<file path="src/rtl/regseq_pkg.sv">
// Shared definitions for the register-file sequencer: opcodes, shift codes,
// FSM state encoding and a signed-overflow helper.
package regseq_pkg;

    localparam logic [1:0] OP_MOVI = 2'b00;
    localparam logic [1:0] OP_MOV  = 2'b01;
    localparam logic [1:0] OP_ADD  = 2'b10;
    localparam logic [1:0] OP_AND  = 2'b11;

    localparam logic [1:0] SH_NONE = 2'b00;
    localparam logic [1:0] SH_LSL  = 2'b01;
    localparam logic [1:0] SH_LSR  = 2'b10;
    localparam logic [1:0] SH_ASR  = 2'b11;

    typedef enum logic [1:0] {
        ST_IDLE = 2'b00,
        ST_RD_A = 2'b01,
        ST_RD_B = 2'b10,
        ST_WB   = 2'b11
    } state_t;

    // Two's-complement add overflow: operands agree in sign, result does not.
    function automatic logic add_ovf(input logic sign_a, input logic sign_b, input logic sign_r);
        return (sign_a == sign_b) && (sign_r != sign_a);
    endfunction

endpackage

</file>
<file path="src/rtl/regseq_alu.sv">
// Combinational datapath of the sequencer: operand shifter, immediate
// sign-extension, ADD/AND and flag generation. Shifter enabled by SEQ_SHIFT_EN.
module regseq_alu
    import regseq_pkg::*;
#(
    parameter int DW = 16
) (
    input  logic [1:0]    op,
    input  logic [1:0]    shift,
    input  logic [DW-1:0] a,
    input  logic [DW-1:0] b,
    input  logic [7:0]    imm8,
    input  logic [DW-1:0] rd_data,
    output logic [DW-1:0] b_shift,
    output logic [DW-1:0] result,
    output logic          z,
    output logic          n,
    output logic          v
);

    logic [DW-1:0] sum_s;
    logic [DW-1:0] sext_s;

    assign sum_s  = a + b;
    assign sext_s = {{(DW-8){imm8[7]}}, imm8};

`ifdef SEQ_SHIFT_EN
    // Operand shifter applied to the second read port value.
    always_comb begin
        case (shift)
            SH_NONE: b_shift = rd_data;
            SH_LSL:  b_shift = {rd_data[DW-2:0], 1'b0};
            SH_LSR:  b_shift = {1'b0, rd_data[DW-1:1]};
            SH_ASR:  b_shift = {rd_data[DW-1], rd_data[DW-1:1]};
            default: b_shift = rd_data;
        endcase
    end
`else
    logic unused_shift_s;
    assign unused_shift_s = ^shift;
    assign b_shift        = rd_data;
`endif

    // Result select and flag generation.
    always_comb begin
        case (op)
            OP_MOVI: result = sext_s;
            OP_MOV:  result = b;
            OP_ADD:  result = sum_s;
            OP_AND:  result = a & b;
            default: result = b;
        endcase
        z = (result == {DW{1'b0}});
        n = result[DW-1];
        if (op == OP_ADD) begin
            v = add_ovf(a[DW-1], b[DW-1], sum_s[DW-1]);
        end else begin
            v = 1'b0;
        end
    end

endmodule

</file>
<file path="src/rtl/regfile_sequencer.sv">
// Register-file sequencer: accepts one decoded op per handshake and walks
// IDLE/RD_A/RD_B/WB to read operands, compute and write back (SEQ_SHIFT_EN optional).
module regfile_sequencer
    import regseq_pkg::*;
#(
    parameter int DW = 16,
    parameter int AW = 3
) (
    input  logic          clk,
    input  logic          rst_n,
    input  logic          in_valid,
    output logic          in_ready,
    input  logic [1:0]    in_op,
    input  logic [AW-1:0] in_rd,
    input  logic [AW-1:0] in_rn,
    input  logic [AW-1:0] in_rm,
    input  logic [7:0]    in_imm8,
    input  logic [1:0]    in_shift,
    output logic [AW-1:0] rf_readnum,
    input  logic [DW-1:0] rf_data_out,
    output logic [AW-1:0] rf_writenum,
    output logic          rf_write,
    output logic [DW-1:0] rf_data_in,
    output logic          done,
    output logic          flag_z,
    output logic          flag_n,
    output logic          flag_v
);

    state_t        state_r, state_s;
    logic [1:0]    op_r, shift_r;
    logic [AW-1:0] rd_r, rn_r, rm_r;
    logic [7:0]    imm8_r;
    logic [DW-1:0] a_r, b_r;
    logic          flag_z_r, flag_n_r, flag_v_r;
    logic          accept_s;
    logic [DW-1:0] b_shift_s, result_s;
    logic          z_s, n_s, v_s;

    assign accept_s = in_valid && (state_r == ST_IDLE);

    regseq_alu #(.DW(DW)) u_alu (
        .op      (op_r),
        .shift   (shift_r),
        .a       (a_r),
        .b       (b_r),
        .imm8    (imm8_r),
        .rd_data (rf_data_out),
        .b_shift (b_shift_s),
        .result  (result_s),
        .z       (z_s),
        .n       (n_s),
        .v       (v_s)
    );

    // Next-state logic.
    always_comb begin
        state_s = state_r;
        case (state_r)
            ST_IDLE: begin
                if (in_valid) begin
                    case (in_op)
                        OP_MOVI: state_s = ST_WB;
                        OP_MOV:  state_s = ST_RD_B;
                        default: state_s = ST_RD_A;
                    endcase
                end else begin
                    state_s = ST_IDLE;
                end
            end
            ST_RD_A: state_s = ST_RD_B;
            ST_RD_B: state_s = ST_WB;
            ST_WB:   state_s = ST_IDLE;
            default: state_s = ST_IDLE;
        endcase
    end

    // Outputs decoded from the state register and latched fields only.
    always_comb begin
        in_ready    = 1'b0;
        rf_readnum  = {AW{1'b0}};
        rf_writenum = {AW{1'b0}};
        rf_write    = 1'b0;
        rf_data_in  = {DW{1'b0}};
        done        = 1'b0;
        case (state_r)
            ST_IDLE: in_ready   = 1'b1;
            ST_RD_A: rf_readnum = rn_r;
            ST_RD_B: rf_readnum = rm_r;
            ST_WB: begin
                rf_writenum = rd_r;
                rf_write    = 1'b1;
                rf_data_in  = result_s;
                done        = 1'b1;
            end
            default: in_ready = 1'b0;
        endcase
    end

    assign flag_z = flag_z_r;
    assign flag_n = flag_n_r;
    assign flag_v = flag_v_r;

    // State register.
    always_ff @(posedge clk or negedge rst_n) begin
        if (!rst_n) begin
            state_r <= ST_IDLE;
        end else begin
            state_r <= state_s;
        end
    end

    // Instruction latch on accept; operand latches in their read states.
    always_ff @(posedge clk or negedge rst_n) begin
        if (!rst_n) begin
            op_r    <= 2'b00;
            shift_r <= 2'b00;
            rd_r    <= {AW{1'b0}};
            rn_r    <= {AW{1'b0}};
            rm_r    <= {AW{1'b0}};
            imm8_r  <= 8'h00;
            a_r     <= {DW{1'b0}};
            b_r     <= {DW{1'b0}};
        end else begin
            if (accept_s) begin
                op_r    <= in_op;
                shift_r <= in_shift;
                rd_r    <= in_rd;
                rn_r    <= in_rn;
                rm_r    <= in_rm;
                imm8_r  <= in_imm8;
            end
            if (state_r == ST_RD_A) begin
                a_r <= rf_data_out;
            end
            if (state_r == ST_RD_B) begin
                b_r <= b_shift_s;
            end
        end
    end

    // Flags change only at the end of an ADD/AND writeback.
    always_ff @(posedge clk or negedge rst_n) begin
        if (!rst_n) begin
            flag_z_r <= 1'b0;
            flag_n_r <= 1'b0;
            flag_v_r <= 1'b0;
        end else if ((state_r == ST_WB) && ((op_r == OP_ADD) || (op_r == OP_AND))) begin
            flag_z_r <= z_s;
            flag_n_r <= n_s;
            flag_v_r <= v_s;
        end
    end

endmodule

</file>
<file path="config.mk">
export PLATFORM = sky130hd
export DESIGN_NAME = regfile_sequencer
export DESIGN_NICKNAME = d
export VERILOG_FILES = /design/src/rtl/regseq_pkg.sv /design/src/rtl/regseq_alu.sv /design/src/rtl/regfile_sequencer.sv
export SDC_FILE = /design/constraint.sdc
export NUM_CORES = 1
export LEC_CHECK = 0
export ABC_CLOCK_PERIOD_IN_PS = 3600
export BUFFER_PORTS_ARGS = -buffer_cell sky130_fd_sc_hd__buf_2
export CAP_MARGIN = 10
export CORE_MARGIN = 4
export CORE_UTILIZATION = 50
export DETAILED_ROUTE_END_ITERATION = 16
export GPL_TIMING_DRIVEN = 0
export PLACE_DENSITY = 0.71
export RECOVER_POWER = 25
export SETUP_SLACK_MARGIN = 0.3
export SYNTH_ARGS = -nofsm -noshare
export SYNTH_HDL_FRONTEND = slang
export SYNTH_HIERARCHICAL = 1
export SYNTH_SLANG_ARGS = --single-unit
</file>
<file path="constraint.sdc">
create_clock -name clk -period 3.6 [get_ports clk]
set_clock_uncertainty 0.05 [all_clocks]
set_input_delay 0.54 -clock clk [delete_from_list [all_inputs] [get_ports clk]]
set_output_delay 0.54 -clock clk [all_outputs]
set_load 0.01 [all_outputs]
</file>
Yosys cells after proc, flatten, opt, wreduce, memory -nomap -nowiden
Index checks and enable logic that the tools add are counted.
{"block": "totals", "register_bits": 56, "latchBits": 0, "ram_bits": 0, "rom_bits": 0, "in_bits": 40, "out_inout_bits": 28, "n_memories": 0}
{"block": "classes", "addsub": 1, "mul": 0, "div": 0, "n_lt_le_gt_ge": 0, "n_eq_ne": 9, "n_shift": 0, "n_mux": 10, "n_bitwise": 1, "n_reduce_logical": 8}
{"operator": "$pmux W16 S4", "count": 1}
{"operator": "$add A16 B16 Y16", "count": 1}
{"operator": "$and A16 B16 Y16", "count": 1}
{"operator": "$logic_not A16 Y1", "count": 1}
{"operator": "$mux W16", "count": 1}
{"operator": "$eq A2 B2 Y1 const B", "count": 4}
{"operator": "$pmux W2 S4", "count": 1}
{"operator": "$eq A2 B1 Y1 const B", "count": 3}
{"operator": "$logic_not A2 Y1", "count": 3}
{"operator": "$pmux W3 S2", "count": 1}
{"operator": "$pmux W2 S2", "count": 1}
{"operator": "$logic_and A1 B1 Y1", "count": 3}
{"operator": "$mux W1", "count": 3}
{"operator": "$mux W3", "count": 1}
{"operator": "$mux W2", "count": 1}
{"operator": "$eq A1 B1 Y1", "count": 1}
{"operator": "$logic_or A1 B1 Y1", "count": 1}
{"operator": "$ne A1 B1 Y1", "count": 1}

Depth between registers and ports, before layout
{"block": "depth", "ltp_word": 4, "ltp_mapped": 12, "mapped_depth_nobuf": 11}

By module
Netlist, hierarchy kept.
{"mod": "regfile_sequencer", "n_inst": 1, "cells_per_inst": 165, "area_each_um2": 2526.2, "seq_area_each_um2": 1451.4}
{"mod": "regseq_alu", "n_inst": 1, "cells_per_inst": 173, "area_each_um2": 1407.6, "seq_area_each_um2": 0.0}

Worst setup path after synthesis
OpenSTA, ideal clock, no wires.
{"block": "synth_timing", "kind": "reg-to-output", "from": "reg a_r[8]", "to": "out rf_data_in[15]", "t_arrival_ns": 2.455, "required_ns": 3.010, "slack_ns": 0.555, "stages_incl_launch_ff": 13, "cell_sequence": "dfrtp_1 -> ha_1 -> clkbuf_1 -> a21o_1 -> a21o_1 -> a21oi_1 -> o21ai_1 -> a311o_1 -> xnor2_1 -> o21ai_0 -> nand2b_1 -> buf_4 -> and2_1"}
{"block": "synth_via", "elab_chain_cells": 3}
{"element": "start, declared", "line_no": "regfile_sequencer.sv:34", "text": "logic [DW-1:0] a_r, b_r;"}
{"element": "start signal, assigned", "line_no": "regfile_sequencer.sv:122", "text": "a_r <= {DW{1'b0}};"}
{"element": "start signal, assigned", "line_no": "regfile_sequencer.sv:134", "text": "a_r <= rf_data_out;"}
{"element": "$add A16 B16 Y16", "line_no": "regseq_alu.sv:24", "text": "assign sum_s = a + b;"}
{"element": "$pmux W16 S4", "line_no": "regseq_alu.sv:46", "text": "case (op)"}
{"element": "via n_s", "line_no": "regfile_sequencer.sv:38", "text": "logic z_s, n_s, v_s;"}
{"element": "$mux W16", "line_no": "regfile_sequencer.sv:86", "text": "case (state_r)"}
{"element": "end, declared", "line_no": "regfile_sequencer.sv:23", "text": "output logic [DW-1:0] rf_data_in,"}
The timed path passes the listed nets, and every way through them passes these cells.

Worst setup path after layout
{"block": "layout_timing", "from": "reg a_r[6]", "to": "out rf_data_in[15]"}
The elaborated chain is that of the path after synthesis.

==> impl_metrics.tcl <==
set metrics [dict create \
    outcome "finished with violations" \
    violations "max-capacitance violations, max-slew violations" \
    drt_pass1_iterations 4 \
    cts_sinks 56 \
    wire_per_inst_microns 17.3 \
    final_layout_size_suffix_gt1_share_pct 51.4 \
    grt_max_degree 40 \
    io_pins 68 \
    rsz0062_at_grt "yes" \
    grt_pass1_wl_microns 14800 \
    netlist_area_sq_mm 0.00385 \
    dieArea_sq_mm 0.00918 \
    path_clk_slew_ns 0.10 \
    drv_slew 40 \
    hold_class "in -> async" \
    area_growth_syn_to_layout_pct 23.1 \
    routed_via_density 5.55 \
    drv_cap 1 \
    critPathRequiredTime_ns 3.01 \
    drt-initial-drc-count 160 \
    antenna_cells 0 \
    p_leak_nw 2.28 \
    fin_nets 490 \
    clkLatencyLatePin_ns 0.31 \
    critPathKind "reg -> out" \
    cts_tree "built" \
    postRouteWirelength_microns 9140 \
    place_congestion 0.878 \
    grt_pass1_vias 2992 \
    die_h_microns 95.8 \
    timing.fmax_mhz 289 \
    cts_root_buffer "clkbuf_8" \
    period_share_pct 96.2 \
    cp.arrival_ns 2.87 \
    die_w_microns 95.8 \
    relSlewSlack_pct -39.7 \
    syn_nets 397 \
    grt_overflow_total 0 \
    hold_violations 0 \
    fin_setup_tns_ns 0 \
    numCtsBuffers 5 \
    clk_path_buf_depth 2 \
    drc 0 \
    antenna_found_initial 0 \
    place_hpwl_microns 6530 \
    syn_avg_cell_area_sq_um 11.5 \
    htreeDepth 2 \
    ff2ff_path_depth 11 \
    worstSetupEndpointType "output port" \
    rr_endpoint "flag_z" \
    ir_drop_v 0.000538 \
    finalSetupViolCount 0 \
    r2r_slack_ns 0.30 \
    worstMarginPinSlew_ns 2.09 \
    start_kind "flip-flop" \
    timing.rr.start "a_r[0]" \
    initial_core_util_pct 52.3 \
    track_usage_pct 20.9 \
    vias 2927 \
    yosys_warnings 6 \
    powerDensity_mw_per_mm2 1140 \
    num_rows 31 \
    cts_hold_buffers 0 \
    fin_crit_ns 3.46 \
    port_buffers 65 \
    crit_fanout 6 \
    cp-startpoint "a_r[6]" \
    fillCellCount 601 \
    postLayoutCoreUtil_pct 64.4 \
    ant_nets 0 \
    coreArea_sq_mm 0.00737 \
    synthCells 334 \
]
-- how the worst max path moves through the flow --
stage / depth (start not counted) / endpoint
global placement: 12 / rf_data_in[15]
global route: 12 / rf_data_in[15]
CTS: 13 / rf_data_in[15]
detailed placement: 12 / rf_data_in[15]
finish: 12 / rf_data_in[15]
floorplan: 12 / rf_data_in[15]
-- registers in the layout, summed over array words and instances (netlist names) --
register / cells
flag_n: 1
op_r: 2
rm_r: 3
flag_v: 1
rn_r: 3
state_r: 2
imm8_r: 8
a_r: 16
rd_r: 3
b_r: 16
flag_z: 1
-- report_power, final --
part | internal, mW | switching, mW
clock | 0.139 | 0.216
combinational | 2.07 | 1.81
sequential | 0.947 | 0.235
total | 3.16 | 2.26
-- final cells by class --
type                            instances  area (sq um)  area share [%]
Sequential cell                        56          1400            29.5
Inverter                                6          22.5           0.475
Clock inverter                          2          16.3           0.343
Timing Repair Buffer                   86           494            10.4
Tap cell                               99           124            2.61
Buffer                                 34           273            5.75
Multi-Input combinational cell        238          2340            49.3
Clock buffer                            6          72.6            1.53
-- stage by stage --
stage / setup WS, ns / power [mW] / cell area [sq um] / std cells / hold WS [ns]
global placement: 0.127 / 4.21 / 4300 / 498 / 0.435
floorplan: 0.555 / 3.59 / 3850 / 334 / 0.194
CTS: 0.157 / 5.09 / 4630 / 520 / 0.116
global route: 0.0358 / 5.79 / 4740 / 527 / 0.390
finish: 0.138 / 5.42 / 4740 / 527 / 0.301
detailed placement: 0.124 / 4.28 / 4320 / 499 / 0.444
-- per-layer routing --
layer | global-route usage (%) | part of all wire [%] | vias to the layer above
li1 | - | - | 1385
met1 | 27.0 | 43 | 1435
met2 | 36.1 | 50 | 94
met3 | 3.36 | 5.3 | 13
met4 | 6.04 | 1.6 | 0
met5 | 0 | 0 | -
-- what timing repair did --
item                       in CTS  in global routing
setup buffers                  13                  7
pin swaps                      17                 12
gates cloned                    0                  0
setup endpoints to repair       8                  9
gates resized for setup        25                 17
-- cells in the final DEF (no fill, tap or decap), drive strengths merged, types with 6 or more instances in the layout --
| master | n |
|---|---|
| buf | 111 |
| xnor2 | 6 |
| o21ai | 13 |
| ha | 22 |
| dfrtp | 56 |
| nand2 | 17 |
| mux2 | 64 |
| a21o | 10 |
| nor2 | 15 |
| inv | 6 |
| clkbuf | 15 |
| and2 | 20 |
-- critical path, cell delays in order (launching register included) --
cell       delay (ns)
dfrtp_1          0.43
ha_4             0.28
a2111oi_2        0.32
o21ai_1          0.15
nand2_1          0.15
o21ai_2          0.08
a311o_1          0.33
xnor2_2          0.16
o21ai_2          0.18
nand2b_4         0.16
buf_6            0.10
and2_4           0.12
buf_6            0.09
No activity file was read; power rests on OpenSTA's default activity.
